[config.mk]
export PLATFORM = sky130hd
export DESIGN_NAME = vend_session_ctrl
export DESIGN_NICKNAME = d
export VERILOG_FILES = /design/src/rtl/vend_session_ctrl.sv
export SDC_FILE = /design/constraint.sdc
export NUM_CORES = 1
export LEC_CHECK = 0
export CAP_MARGIN = 20
export CORE_UTILIZATION = 55
export DETAILED_ROUTE_END_ITERATION = 8
export PLACE_DENSITY = 0.83
export SYNTH_ARGS = -nofsm -noshare
export SYNTH_HDL_FRONTEND = slang
export SYNTH_SLANG_ARGS = --single-unit
[constraint.sdc]
create_clock -name clk -period 4.05 [get_ports clk]
set_input_delay 0.405 -clock clk [delete_from_list [all_inputs] [get_ports clk]]
set_output_delay 0.405 -clock clk [all_outputs]
set_load 0.01 [all_outputs]
[src/rtl/vend_session_ctrl.sv]
// Vending session controller: coin credit, price-table selection, dispense handshake,
// unit-coin change payout, cancel refund and inactivity timeout.
module vend_session_ctrl #(
    parameter int CREDIT_W   = 8,
    parameter int MAX_CREDIT = 20,
    parameter int PRICE_DEF  = 3,
    parameter int TIMEOUT    = 1024
) (
    input  logic                clk,
    input  logic                rst,
    input  logic                coin_valid,
    input  logic [1:0]          coin_type,
    output logic                coin_accept,
    output logic                coin_reject,
    input  logic                sel_valid,
    input  logic [1:0]          sel_id,
    output logic                sel_denied,
    input  logic                cancel,
    input  logic                cfg_we,
    input  logic [1:0]          cfg_addr,
    input  logic [CREDIT_W-1:0] cfg_price,
    output logic                disp_req,
    output logic [1:0]          disp_id,
    input  logic                disp_ack,
    output logic                chg_req,
    input  logic                chg_ack,
    output logic [CREDIT_W-1:0] credit,
    output logic                busy
);

    typedef enum logic [1:0] {S_IDLE, S_CREDIT, S_VEND, S_CHANGE} state_t;

    localparam int                TMR_W    = $clog2(TIMEOUT);
    localparam logic [TMR_W-1:0]  TMR_LAST = TMR_W'(TIMEOUT - 1);
    localparam logic [CREDIT_W:0] MAX_SUM  = (CREDIT_W + 1)'(MAX_CREDIT);

    state_t              r_state, w_state_next;
    logic [CREDIT_W-1:0] r_credit, w_credit_next;
    logic [TMR_W-1:0]    r_timer, w_timer_next;
    logic [1:0]          r_disp_id, w_disp_id_next;
    logic                r_coin_accept, w_coin_accept_next;
    logic                r_coin_reject, w_coin_reject_next;
    logic                r_sel_denied, w_sel_denied_next;
    logic                r_disp_req, r_chg_req, r_busy;

    logic [CREDIT_W-1:0] w_price [4];
    logic [CREDIT_W-1:0] w_coin_val;
    logic [CREDIT_W:0]   w_coin_sum;
    logic [CREDIT_W-1:0] w_sel_price;
    logic                w_coin_ok, w_sel_ok, w_chg_pay;

    genvar gi;
    generate
        for (gi = 0; gi < 4; gi++) begin : g_price
            logic [CREDIT_W-1:0] r_entry;
            always_ff @(posedge clk) begin
                if (rst)
                    r_entry <= CREDIT_W'(PRICE_DEF);
                else if (cfg_we && cfg_addr == 2'(gi))
                    r_entry <= cfg_price;
            end
            assign w_price[gi] = r_entry;
        end
    endgenerate

    always_comb begin
        w_coin_val = '0;
        case (coin_type)
            2'b00:   w_coin_val = CREDIT_W'(1);
            2'b01:   w_coin_val = CREDIT_W'(2);
            2'b10:   w_coin_val = CREDIT_W'(5);
            default: w_coin_val = '0;
        endcase
    end

    // Sum is one bit wider so an overflowing coin can never wrap past the limit check.
    assign w_coin_sum  = {1'b0, r_credit} + {1'b0, w_coin_val};
    assign w_coin_ok   = (coin_type != 2'b11) && (w_coin_sum <= MAX_SUM);
    assign w_sel_price = w_price[sel_id];
    assign w_sel_ok    = (w_sel_price != '0) && (r_credit >= w_sel_price);
    assign w_chg_pay   = r_chg_req && chg_ack;

    always_comb begin
        w_state_next       = r_state;
        w_credit_next      = r_credit;
        w_timer_next       = '0;
        w_disp_id_next     = r_disp_id;
        w_coin_accept_next = 1'b0;
        w_coin_reject_next = 1'b0;
        w_sel_denied_next  = 1'b0;
        case (r_state)
            S_IDLE, S_CREDIT: begin
                if (r_state == S_CREDIT && !coin_valid && !sel_valid)
                    w_timer_next = r_timer + TMR_W'(1);
                if (cancel && r_state == S_CREDIT) begin
                    w_state_next       = S_CHANGE;
                    w_coin_reject_next = coin_valid;
                end else if (sel_valid) begin
                    w_coin_reject_next = coin_valid;
                    if (w_sel_ok) begin
                        w_credit_next  = r_credit - w_sel_price;
                        w_state_next   = S_VEND;
                        w_disp_id_next = sel_id;
                    end else begin
                        w_sel_denied_next = 1'b1;
                    end
                end else if (coin_valid) begin
                    if (w_coin_ok) begin
                        w_credit_next      = w_coin_sum[CREDIT_W-1:0];
                        w_coin_accept_next = 1'b1;
                        w_state_next       = S_CREDIT;
                    end else begin
                        w_coin_reject_next = 1'b1;
                    end
                end else if (r_state == S_CREDIT && r_timer == TMR_LAST) begin
                    w_state_next = S_CHANGE;
                end
                if (w_state_next != S_CREDIT)
                    w_timer_next = '0;
            end
            S_VEND: begin
                w_coin_reject_next = coin_valid;
                if (disp_ack)
                    w_state_next = (r_credit != '0) ? S_CHANGE : S_IDLE;
            end
            S_CHANGE: begin
                w_coin_reject_next = coin_valid;
                if (w_chg_pay) begin
                    w_credit_next = r_credit - CREDIT_W'(1);
                    if (r_credit == CREDIT_W'(1))
                        w_state_next = S_IDLE;
                end
            end
            default: w_state_next = S_IDLE;
        endcase
    end

    always_ff @(posedge clk) begin
        if (rst) begin
            r_state       <= S_IDLE;
            r_credit      <= '0;
            r_timer       <= '0;
            r_disp_id     <= '0;
            r_coin_accept <= 1'b0;
            r_coin_reject <= 1'b0;
            r_sel_denied  <= 1'b0;
            r_disp_req    <= 1'b0;
            r_chg_req     <= 1'b0;
            r_busy        <= 1'b0;
        end else begin
            r_state       <= w_state_next;
            r_credit      <= w_credit_next;
            r_timer       <= w_timer_next;
            r_disp_id     <= w_disp_id_next;
            r_coin_accept <= w_coin_accept_next;
            r_coin_reject <= w_coin_reject_next;
            r_sel_denied  <= w_sel_denied_next;
            r_disp_req    <= (w_state_next == S_VEND);
            r_chg_req     <= (w_state_next == S_CHANGE) && (w_credit_next != '0);
            r_busy        <= (w_state_next == S_VEND) || (w_state_next == S_CHANGE);
        end
    end

    assign coin_accept = r_coin_accept;
    assign coin_reject = r_coin_reject;
    assign sel_denied  = r_sel_denied;
    assign disp_req    = r_disp_req;
    assign disp_id     = r_disp_id;
    assign chg_req     = r_chg_req;
    assign credit      = r_credit;
    assign busy        = r_busy;

endmodule
==> impl_metrics.toml <==
[outcome]
outcome = "finished clean"

[sta]
finClkSkew_ns = 0.0106
rsz0062_at_grt = "false"
timing_worst_slew_pin_value_ns = 0.618
final-hold-violation-count = 0
layout_worst_path_cycle_share = 0.926
post-route-min-period_ns = 3.75
slew_violations = 0
worst_slew_slack_as_a_fraction_of_its_limit = 0.587
timing.fmax_ghz = 0.267
fin_tns_setup_ns = 0
final.hold.worst_slack_ns = 0.460
worst_slack_ns = 0.298
setup-violations-final = 0

[global_routing]
antenna_found_initial = 0
grt_pass1_wl_um = 14000
gr-usage-all-layers = 0.279
grt_max_degree = 50
gr_overflow_total = 0
vias_in_the_first_global_route = 2891

[place]
placed_cells = 528
io_buffers = 37
area_of_placed_instances_um2 = 3950
dp.final_hpwl_um = 6290
gp_congestion = 0.990
preCtsSetupSlack_ns = -0.123

[synthesis]
postSynthRegisterBits = 60
synth_xor_xnor_area_share = 0.0519
synthMuxAreaShare = 0.0938
synth.yosys.seq_area_share = 0.339
netlist_area_um2 = 3550
synthSimpleGateAreaFrac = 0.254
netlist_instances = 433
synth_nets = 471
ys_types = 57
combinational_family_with_the_most_area_after_synthesis = "simple AND/OR/NAND/NOR gates"
synth-adder-area-share = 0.0607
postSynth.asyncResetShare = 0
dominantRegCellSynth = "sky130_fd_sc_hd__dfxtp_1"
post_synth.cell_area_avg_um2 = 8.19
ys.warnings.count = 0
synth-edff-count = 0
compound_gate_fraction_of_synth_area = 0.154

[pwr]
static-leakage-power_nw = 1.64
power_per_cell_area_nw_per_um2 = 628
peakVddDrop_mv = 0.436
report.power.total_mw = 2.63

[final_layout]
final_nets = 502
n_fill_cell = 489
layout_cells_sized_above_1 = 0.0640
fin_area_um2 = 4180
layout.cells.most_common = "sky130_fd_sc_hd__nand2_1"
fin_util = 0.690
n_antenna_cell = 0
flow.area_growth_from_synthesis_pct = 17.9
most-common-layout-cells = "sky130_fd_sc_hd__nand2_1 (70), sky130_fd_sc_hd__dfxtp_1 (60), sky130_fd_sc_hd__nor2_1 (48)"
final_cells = 544

[floorplanning]
floorplan.initialDensity = 0.585
floorplan.core_area_um2 = 6060
design.portCount = 38
die_w_um = 82.3
rows = 28
chipHeight_um = 82.3
dieArea_um2 = 6770

[clocking]
cts.root.buffer_cell = "sky130_fd_sc_hd__clkbuf_8"
clkSinkCount = 60
cts_setup_buffers = 0
cts-root-to-sink-buffers = 2
cts.reportedPaths.clkPinSlew_ns = 0.08
number_of_cts_inserted_buffers = 9
clk_latency_ns = 0.35
cts_tree = "done"
cts-htree-levels = 3

[run]
timing.max_cap.violations = 0

[critical_path]
critical_path.endpoint_type = "flop"
timing.setup.critical_path_class = "in -> reg"
critPathArrivalTime_ns = 3.97
highest_net_fanout_along_the_worst_path = 10
cp-start-kind = "primary input"
worstPathRequired_ns = 4.27

[detailed_routing]
detail_route.iter0.violations = 331
post-route-drc-count = 0
route.vias.total = 3318
totalWireLength_um = 8830
postRouteAntennaNets = 0
drt_pass_1_iters = 5
avgViaCountPerCell = 6.10
post_drt_wl_per_cell_um = 16.2

[hold_path]
worstHoldPathType = "reg -> reg"
## critical path, stage by stage
cell and delay (ns):
sky130_fd_sc_hd__clkdlybuf4s50_1 0.62, sky130_fd_sc_hd__mux4_1 0.65, sky130_fd_sc_hd__inv_1 0.08, sky130_fd_sc_hd__ha_1 0.28, sky130_fd_sc_hd__a211oi_1 0.32, sky130_fd_sc_hd__o21bai_1 0.16, sky130_fd_sc_hd__a211oi_2 0.35, sky130_fd_sc_hd__or2_1 0.34
sky130_fd_sc_hd__a21oi_1 0.16, sky130_fd_sc_hd__a31oi_1 0.16, sky130_fd_sc_hd__nor4bb_1 0.29, sky130_fd_sc_hd__a41oi_1 0.14
## cells by family after synthesis
kind of cell    count (synthesis)
xor+xnor                       21
simple gates                  192
compound gates                 84
flops                          60
buf+inv                        39
fa+ha+maj                      16
mux                            21
## what timing repair did
action | CTS | global route
setup endpoints to repair | 0 | 1
hold buffers | 0 | 0
resized for setup | 0 | 1
## registers in the layout, indices dropped and copies added (netlist names)
signal,flops
coin_accept,1
chg_req,1
credit,8
g_price.r_entry,32
r_timer,10
disp_id,2
sel_denied,1
r_state,2
coin_reject,1
busy,1
disp_req,1
## synthesized netlist by cell type (2+ instances only)
library cell / instances / share of area
sky130_fd_sc_hd__nor2b_1: 9 / 0.016
sky130_fd_sc_hd__nor3_1: 11 / 0.016
sky130_fd_sc_hd__buf_1: 2 / 0.0021
sky130_fd_sc_hd__nand3b_1: 8 / 0.017
sky130_fd_sc_hd__nor4bb_1: 2 / 0.0056
sky130_fd_sc_hd__nor3b_1: 3 / 0.0063
sky130_fd_sc_hd__dfxtp_1: 60 / 0.34
sky130_fd_sc_hd__o21bai_1: 2 / 0.0042
sky130_fd_sc_hd__inv_1: 16 / 0.017
sky130_fd_sc_hd__mux4_1: 6 / 0.044
sky130_fd_sc_hd__xor2_1: 13 / 0.032
sky130_fd_sc_hd__a32oi_1: 2 / 0.0049
sky130_fd_sc_hd__and3_1: 4 / 0.0071
sky130_fd_sc_hd__buf_6: 2 / 0.0063
sky130_fd_sc_hd__a31oi_1: 3 / 0.0053
sky130_fd_sc_hd__a21oi_1: 31 / 0.044
sky130_fd_sc_hd__o21a_1: 3 / 0.0063
sky130_fd_sc_hd__or2_2: 2 / 0.0035
sky130_fd_sc_hd__a21o_1: 3 / 0.0063
sky130_fd_sc_hd__nor2_1: 48 / 0.051
sky130_fd_sc_hd__mux4_2: 2 / 0.013
sky130_fd_sc_hd__mux2i_1: 13 / 0.037
sky130_fd_sc_hd__a211oi_1: 5 / 0.011
sky130_fd_sc_hd__a211o_1: 4 / 0.0099
sky130_fd_sc_hd__ha_1: 14 / 0.049
sky130_fd_sc_hd__o21ai_1: 4 / 0.0056
sky130_fd_sc_hd__a311oi_1: 2 / 0.0049
sky130_fd_sc_hd__o21ai_0: 10 / 0.014
sky130_fd_sc_hd__nand2b_1: 5 / 0.0088
sky130_fd_sc_hd__fa_1: 2 / 0.011
sky130_fd_sc_hd__o311ai_1: 2 / 0.0049
sky130_fd_sc_hd__nand4_1: 5 / 0.0088
sky130_fd_sc_hd__nand2_1: 70 / 0.074
sky130_fd_sc_hd__a221oi_1: 2 / 0.0049
sky130_fd_sc_hd__a22oi_1: 2 / 0.0042
sky130_fd_sc_hd__or3_1: 2 / 0.0035
sky130_fd_sc_hd__nand3_1: 16 / 0.023
sky130_fd_sc_hd__xnor2_1: 8 / 0.020
sky130_fd_sc_hd__clkbuf_1: 17 / 0.018
## final cells by class
cell class              instances  area, um2  share of cell area
repair buffers                 42        408              0.0975
inverters                      17       63.8              0.0153
clock inverters                 7        106              0.0254
flip-flops and latches         60       1200               0.287
well taps                      75       93.8              0.0224
clock buffers                   9        124              0.0296
multi-input cells             334       2190               0.523
## routing by layer
layer | part of all wire | up-vias | wire length [um] | track usage
li1 | - | 1590 | - | -
met1 | 0.45 | 1572 | 3970 | 0.388
met4 | 0.015 | 0 | 136 | 0.116
met5 | 0 | - | 0 | 0
met2 | 0.46 | 142 | 4060 | 0.420
met3 | 0.076 | 14 | 670 | 0.0582
## power by group
| group | total [mW] | internal [mW] | switching, mW |
|---|---|---|---|
| logic | 1.21 | 0.536 | 0.673 |
| registers | 0.785 | 0.666 | 0.120 |
| clock network | 0.631 | 0.357 | 0.274 |
| total | 2.63 | 1.56 | 1.07 |
## path summary, 6_finish.rpt
path                                            from                            endpoint  slack [ns]  cells after the start
hold / removal    g_price[3].r_entry[2]$_SDFFE_PP0P_  g_price[3].r_entry[2]$_SDFFE_PP0P_        0.46                      2
setup reg to reg                credit[1]$_SDFF_PP0_                  chg_req$_SDFF_PP0_        0.68                     10
hold reg to reg   g_price[3].r_entry[2]$_SDFFE_PP0P_  g_price[3].r_entry[2]$_SDFFE_PP0P_        0.46                      2
setup / recovery                           sel_id[1]                  chg_req$_SDFF_PP0_        0.30                     12
(Power assumes the default switching activity.)
==> variant: new RTL, same settings <==
`TIMEOUT`: 1024 -> 4096.
--- a/src/rtl/vend_session_ctrl.sv
+++ b/src/rtl/vend_session_ctrl.sv
@@ -4,7 +4,7 @@
     parameter int CREDIT_W   = 8,
     parameter int MAX_CREDIT = 20,
     parameter int PRICE_DEF  = 3,
-    parameter int TIMEOUT    = 1024
+    parameter int TIMEOUT    = 4096
 ) (
     input  logic                clk,
     input  logic                rst,
Function: same outputs for any inputs over 4 cycles, from zero or initial values and one cycle with rst high; that may be too few to reach the edited logic, so the function may still have changed.
==> variant against the unedited design <==
- area after synthesis rose by 3.3%
- critical path depth is 2 higher
- total power is 7.0% lower
- wire length rose by 0.51%
- design area increased by 3.9%
- global-route usage decreased by 0.97 points
- combinational power is 3% lower
- largest power group unchanged
- sequential cell count grew 1
- setup slack got worse by 0.068 ns
- synthesized cell count up 0.46%
- count of clock-buffer cells in the layout increased by 3
==> variant: results <==
[logic_synthesis]
ys_seq_area_frac = 0.333
synth_area_leaders = "dfxtp_1 33%, nor2_1 5.9%, nand2_1 5.3%"
synth_cell_types = 62
synth_compound_area_frac = 0.159
synth_fa_ha_area_frac = 0.0587
synth_area_per_cell_um2 = 8.42
synth-xor-area-share = 0.0550
synthesis.nets = 473
ys_top_cells_by_count = "61 x dfxtp_1, 58 x nor2_1, 52 x nand2_1"

[pwr]
p_seq_frac = 0.304
switchingPower_uw = 945
ir_worst_vdd_mv = 0.375
comb_power_share = 0.480
intPower_uw = 1500
p_leak_uw = 0.00177

[timing]
relSlewSlack = 0.539
finalCriticalPeriod_ns = 3.82
clock_skew_ns = 0.00973

[layout]
layout.cells.non_filler = 560
nNetsFinal = 516
layout-drive-gt1-share = 0.101

[critical_path]
r2r_slack_ns = 0.53
ff2ff_path_depth = 11
cp_max_fo = 9
arrival_ns = 4.01
slowest_stage = "a2111oi_1"
r2r_start = "credit[0]"

[clock_network]
insertion_delay_ns = 0.33
clk_pin_slew_ns = 0.06

[placed_design]
gp_congestion = 1.08
place_area_um2 = 4150
portBuffers = 37
dp_hpwl_mm = 6.55
place_inst = 544

[drt]
drtIter0Drc = 201
wl_met1_mm = 3.88
route.met2.wl_mm = 4.24
wl_per_cell_um = 15.9
viasPerCell = 5.98
wl_met3_um = 498

[global_routing]
grt_first_pass_wirelength_mm = 15.3
grt_use_total = 0.270
use_met3 = 0.0524
grt_util_met1 = 0.335
grt_pass1_vias = 3281
grt_max_degree = 49
grt.met2_usage = 0.460

[outcome]
status = "complete, no violations"
variant: cell types whose count changed after synthesis, sizes merged, moves of 4 or more:
cell and change:
nor2 +9, inv +8, nand2 -18, mux2i +4, nor3 -4, o211ai +4, a21oi -10
variant: final cells by class:
type / count / area (um^2)
Sequential cell: 61 / 1220
Multi-Input combinational cell: 328 / 2250
Clock inverter: 4 / 47.5
Timing Repair Buffer: 54 / 498
Clock buffer: 12 / 145
Tap cell: 77 / 96.3
Inverter: 24 / 90.1
Fill cell: 498 / 2040
variant: how the worst min path moves through the flow:
stage | startpoint | endpoint | slack [ns] | depth (start not counted)
CTS | r_timer[0] | r_timer[0] | 0.45 | 1
global placement | r_timer[0] | r_timer[0] | 0.43 | 1
finish | r_timer[0] | r_timer[0] | 0.45 | 1
detailed placement | r_timer[0] | r_timer[0] | 0.44 | 1
floorplan | r_timer[0] | r_timer[0] | 0.42 | 1
global route | g_price[3].r_entry[6] | g_price[3].r_entry[6] | 0.47 | 2
